## config.mk

```make
export PLATFORM = sky130hd
export DESIGN_NAME = mem_port_arbiter
export DESIGN_NICKNAME = d
export VERILOG_FILES = /design/src/rtl/mem_port_arbiter.sv
export SDC_FILE = /design/constraint.sdc
export NUM_CORES = 1
export LEC_CHECK = 0
export CAP_MARGIN = 5
export CORE_ASPECT_RATIO = 1.5
export CORE_MARGIN = 4
export CORE_UTILIZATION = 40
export CTS_CLUSTER_DIAMETER = 80
export DETAILED_ROUTE_END_ITERATION = 6
export HOLD_SLACK_MARGIN = 0.06
export PLACE_DENSITY = 0.78
export REMOVE_ABC_BUFFERS = 1
export SYNTH_ARGS = -nofsm -noshare
export SYNTH_HDL_FRONTEND = slang
export SYNTH_SLANG_ARGS = --single-unit
export TNS_END_PERCENT = 1
```

## constraint.sdc

```tcl
create_clock -name clk -period 2.11 [get_ports clk]
set_clock_uncertainty 0.1 [all_clocks]
set_input_delay 0.3165 -clock clk [delete_from_list [all_inputs] [get_ports clk]]
set_output_delay 0.3165 -clock clk [all_outputs]
set_load 0.02 [all_outputs]
```

## src/rtl/mem_port_arbiter.sv

```systemverilog
// Arbitrates one single-port, variable-latency memory between the fetch port
// and the data port. Data has priority; a grant streak limit keeps fetch alive.
//
// state | meaning
// IDLE  | no access in flight; arbitrates on each edge
// FETCH | fetch access in flight; mem_* held until mem_ready
// DATA  | data access in flight; mem_* held until mem_ready
module mem_port_arbiter #(
  parameter int AW           = 32,
  parameter int DW           = 32,
  parameter int STARVE_LIMIT = 4
) (
  input  logic          clk,
  input  logic          reset,
  input  logic          if_req,
  input  logic [AW-1:0] if_addr,
  output logic [DW-1:0] if_rdata,
  output logic          if_valid,
  input  logic          d_req,
  input  logic          d_we,
  input  logic [AW-1:0] d_addr,
  input  logic [DW-1:0] d_wdata,
  output logic [DW-1:0] d_rdata,
  output logic          d_valid,
  output logic          mem_req,
  output logic          mem_we,
  output logic [AW-1:0] mem_addr,
  output logic [DW-1:0] mem_wdata,
  input  logic [DW-1:0] mem_rdata,
  input  logic          mem_ready,
  output logic          stall_f,
  output logic          stall_m
);

  localparam int SW = $clog2(STARVE_LIMIT + 1);
  localparam logic [SW-1:0] LIMIT = SW'(STARVE_LIMIT);

  typedef enum logic [1:0] {IDLE, FETCH, DATA} state_t;

  state_t        state, stateNext;
  logic [SW-1:0] streak, streakNext;
  logic          memReqNext, memWeNext;
  logic [AW-1:0] memAddrNext;
  logic [DW-1:0] memWdataNext, ifRdataNext, dRdataNext;
  logic          ifValidNext, dValidNext;
  logic          dGrant;

  // Data loses only when fetch is waiting and has already been passed over LIMIT times
  assign dGrant  = d_req & ~(if_req & (streak == LIMIT));
  assign stall_f = if_req & ~if_valid;
  assign stall_m = d_req & ~d_valid;

  always_ff @(posedge clk or negedge reset) begin
    if (!reset) begin
      state     <= IDLE;
      streak    <= '0;
      mem_req   <= 1'b0;
      mem_we    <= 1'b0;
      mem_addr  <= '0;
      mem_wdata <= '0;
      if_rdata  <= '0;
      d_rdata   <= '0;
      if_valid  <= 1'b0;
      d_valid   <= 1'b0;
    end else begin
      state     <= stateNext;
      streak    <= streakNext;
      mem_req   <= memReqNext;
      mem_we    <= memWeNext;
      mem_addr  <= memAddrNext;
      mem_wdata <= memWdataNext;
      if_rdata  <= ifRdataNext;
      d_rdata   <= dRdataNext;
      if_valid  <= ifValidNext;
      d_valid   <= dValidNext;
    end
  end

  always_comb begin
    stateNext    = state;
    streakNext   = streak;
    memReqNext   = mem_req;
    memWeNext    = mem_we;
    memAddrNext  = mem_addr;
    memWdataNext = mem_wdata;
    ifRdataNext  = if_rdata;
    dRdataNext   = d_rdata;
    ifValidNext  = 1'b0;
    dValidNext   = 1'b0;
    case (state)
      IDLE: begin
        if (dGrant) begin
          stateNext    = DATA;
          memReqNext   = 1'b1;
          memWeNext    = d_we;
          memAddrNext  = d_addr;
          memWdataNext = d_wdata;
          if (!if_req)              streakNext = '0;
          else if (streak != LIMIT) streakNext = streak + SW'(1);
        end else if (if_req) begin
          stateNext    = FETCH;
          memReqNext   = 1'b1;
          memWeNext    = 1'b0;
          memAddrNext  = if_addr;
          memWdataNext = '0;
          streakNext   = '0;
        end
      end
      FETCH: begin
        if (mem_ready) begin
          stateNext   = IDLE;
          memReqNext  = 1'b0;
          ifRdataNext = mem_rdata;
          ifValidNext = 1'b1;
        end
      end
      DATA: begin
        if (mem_ready) begin
          stateNext  = IDLE;
          memReqNext = 1'b0;
          dValidNext = 1'b1;
          if (!mem_we) dRdataNext = mem_rdata;
        end
      end
      default: stateNext = IDLE;
    endcase
  end

endmodule

```

==> results.sh, run 1 <==
export IMPL_globalplace_congestion=0.797
export IMPL_dr_first_iter_drc_count=229
export IMPL_placed_cells=942
export IMPL_hold_viol_final=0
export IMPL_synth_sequential_area_ratio=0.585
export IMPL_synth_main_ff_cell="sky130_fd_sc_hd__dfrtp_1"
export IMPL_ir_worst_vdd_mv=0.687
export IMPL_place_ws_ps=-43.9
export IMPL_die_w_um=107
export IMPL_cellPowerDensity_nw_per_um2=1580
export IMPL_number_of_global_route_vias_before_repair=5342
export IMPL_area_added_between_synthesis_and_finish_pct=60.6
export IMPL_seq_area_sq_um=3430
export IMPL_final_nets=910
export IMPL_port_buffers=267
export IMPL_synth_edf_count=0
export IMPL_rsz0062_at_grt="no"
export IMPL_max_clock_freq_mhz=512
export IMPL_yosys_register_bits=137
export IMPL_layoutNonFillerInstCount=974
export IMPL_start_kind="input port"
export IMPL_clock_tree_htree_level_count=4
export IMPL_post_route_util=0.664
export IMPL_synthesis_area_sq_um=5860
export IMPL_die_h_um=156
export IMPL_r2r_setup_slack_ps=280
export IMPL_grt_max_degree=55
export IMPL_post_drt_via_cell_ratio=5.09
export IMPL_route_antenna_remaining_nets=0
export IMPL_finalMaxSlewViolations=0
export IMPL_cts_clk_slew_worst_paths_ps=60
export IMPL_syn_area_per_cell_sq_um=11.6
export IMPL_timing_worst_slew_pin_value_ps=514
export IMPL_synth_distinct_cells=31
export IMPL_postCtsSetupBuffers=0
export IMPL_cts_root_to_sink_buffers=2
export IMPL_layout_min_cycle_time_ps=1950
export IMPL_syn_inst=506
export IMPL_grtUsageTotal=0.210
export IMPL_io_pin_count=268
export IMPL_max_slew_margin_rel=0.657
export IMPL_num_fill_cells=1098
export IMPL_grt_first_pass_wirelength_um=27600
export IMPL_globalRouteOverflowTotal=0
export IMPL_post_route_clock_period_utilization=0.925
export IMPL_drt_drc_violations_left=0
export IMPL_synth_warnings=0
export IMPL_die_area_sq_um=16700
export IMPL_drt_pass1_iter_count=4
export IMPL_cp_data_arrival_time_ps=1540
export IMPL_timing_hold_ws_ps=342
export IMPL_n_antenna_cell=0
export IMPL_static_leakage_nw=4.01
export IMPL_footprint_of_the_multi_input_gates_sq_um=2220
export IMPL_root_driver="sky130_fd_sc_hd__clkbuf_16"
export IMPL_grt_antenna_before_repair=0
export IMPL_drive_above_1_share=0.145
export IMPL_setup_violations_final=0
export IMPL_clock_tree_from_tritoncts="built"
export IMPL_initial_utilization=0.413
export IMPL_placement_rows=53
export IMPL_post_dp_hpwl_um=13100
export IMPL_detailroute_via_count=4960
export IMPL_endpoint_kind="output pin"
export IMPL_cts_sinks=137
export IMPL_p_total_w=0.0149
export IMPL_holdCritPathClass="in2async"
export IMPL_maxCapViolCount=0
export IMPL_critPathKind="in2out"
export IMPL_numCtsBuffers=17
export IMPL_floorplan_core_area_sq_um=14200
export IMPL_asyncSetResetFlopFracSynth=1.00
export IMPL_routed_wire_length_per_instance_um=17.9
export IMPL_status="finished, final reports clean"
export IMPL_totalWireLength_um=17500
export IMPL_final_critical_path_setup_slack_ps=158
export IMPL_required_ps=1690
export IMPL_clk_latency_ps=400
export IMPL_crit_path_max_fanout=2
-- through the flow --
stage | setup TNS [ps] | instance area [sq um]
floorplan | -72010 | 5660
global placement | -23.0 | 8830
detailed placement | -43.9 | 8830
CTS | 0 | 9420
global route | 0 | 9420
finish | 0 | 9420
-- state kept, by name, indices dropped and copies added, names as in the netlist --
| name | cells |
|---|---|
| d_rdata | 32 |
| d_valid | 1 |
| if_rdata | 32 |
| if_valid | 1 |
| mem_addr | 32 |
| mem_req | 1 |
| mem_wdata | 32 |
| mem_we | 1 |
| state | 2 |
| streak | 3 |
-- synth_stat cells, types with 3 or more instances --
master	count	area, sq um
sky130_fd_sc_hd__clkbuf_1	17	63.8
sky130_fd_sc_hd__mux2_1	32	360
sky130_fd_sc_hd__dfrtp_1	137	3430
sky130_fd_sc_hd__o211ai_2	30	375
sky130_fd_sc_hd__nand4_1	32	200
sky130_fd_sc_hd__buf_4	4	30.0
sky130_fd_sc_hd__nor2b_1	3	18.8
sky130_fd_sc_hd__o21ai_1	35	175
sky130_fd_sc_hd__inv_1	7	26.3
sky130_fd_sc_hd__buf_6	3	33.8
sky130_fd_sc_hd__nand2_1	133	499
sky130_fd_sc_hd__ha_1	6	75.1
sky130_fd_sc_hd__buf_2	14	70.1
sky130_fd_sc_hd__mux2_2	32	360
-- per-layer routing --
metal / vias up / routed length [um] / global-route usage
met1: 2436 / 6350 / 0.225
met2: 203 / 9520 / 0.389
met3: 32 / 1150 / 0.0561
li1: 2289 / - / -
met4: 0 / 451 / 0.0835
met5: - / 0 / 0
-- cells in the final DEF, fill, tap and decap left out, types with 2 or more instances in the layout --
cell type and n:
sky130_fd_sc_hd__o211ai_1 2, sky130_fd_sc_hd__nor2_1 2, sky130_fd_sc_hd__clkinvlp_4 4, sky130_fd_sc_hd__clkbuf_16 17, sky130_fd_sc_hd__buf_12 10, sky130_fd_sc_hd__clkinv_2 2
sky130_fd_sc_hd__dfrtp_1 137, sky130_fd_sc_hd__mux2_2 32, sky130_fd_sc_hd__nor2b_1 3, sky130_fd_sc_hd__nand2_1 133, sky130_fd_sc_hd__clkdlybuf4s50_1 265, sky130_fd_sc_hd__buf_4 6
sky130_fd_sc_hd__ha_1 6, sky130_fd_sc_hd__bufinv_16 2, sky130_fd_sc_hd__o21ai_1 34, sky130_fd_sc_hd__nand4_1 32, sky130_fd_sc_hd__a21oi_1 2, sky130_fd_sc_hd__o211ai_2 30
sky130_fd_sc_hd__inv_6 3, sky130_fd_sc_hd__inv_1 7, sky130_fd_sc_hd__mux2_1 32
-- where the power goes --
part	leakage, nW	internal, W	total (W)	switching, W
Sequential	1.68	0.00392	0.00463	0.000707
Clock	0.271	0.00175	0.00289	0.00114
Combinational	2.06	0.00359	0.00739	0.00380
-- logic make-up after synthesis --
kind of cell / after synthesis / synth area share
flops: 137 / 0.585
simple gates: 176 / 0.131
compound gates: 76 / 0.108
fa+ha+maj: 6 / 0.0128
buf+inv: 46 / 0.0388
mux: 65 / 0.125
-- what timing repair did --
action	CTS	global route
hold endpoints to repair	52	0
setup endpoints to repair	1	0
hold buffers	1	0
resized for setup	1	0
-- final timing paths --
| path | endpoint | from | cells past startpoint |
|---|---|---|---|
| max | stall_f | if_req | 3 |
| min | if_rdata[2]$_DFFE_PN0P_ | reset | 2 |
| max reg2reg | mem_addr[14]$_DFFE_PN0P_ | state[0]$_DFFE_PN0P_ | 6 |
| min reg2reg | mem_wdata[14]$_DFFE_PN0P_ | mem_wdata[14]$_DFFE_PN0P_ | 2 |
| max in group asynchronous | mem_addr[21]$_DFFE_PN0P_ | reset | 3 |
| min in group clk | mem_wdata[16]$_DFFE_PN0P_ | d_wdata[16] | 3 |
-- layout make-up --
class                      instances  area share
sequential                       137       0.364
timing repair buffer             284       0.311
multi-input combinational        323       0.236
clock buffer                      18      0.0456
tap                              192      0.0255
clock inverter                    13      0.0155
inverter                           7     0.00279
-- critical path, cell delays in order --
cell,delay (ps)
sky130_fd_sc_hd__clkdlybuf4s50_1,490
sky130_fd_sc_hd__nor2b_1,130
sky130_fd_sc_hd__clkdlybuf4s50_1,600
(Power assumes the default switching activity.)
==> inputs of run 2 (changes only) <==
Settings changed: SLEW_MARGIN from default to 20.
==> results of run 2 <==
The final DEF is identical to that of run 1; final timing and power are the same.
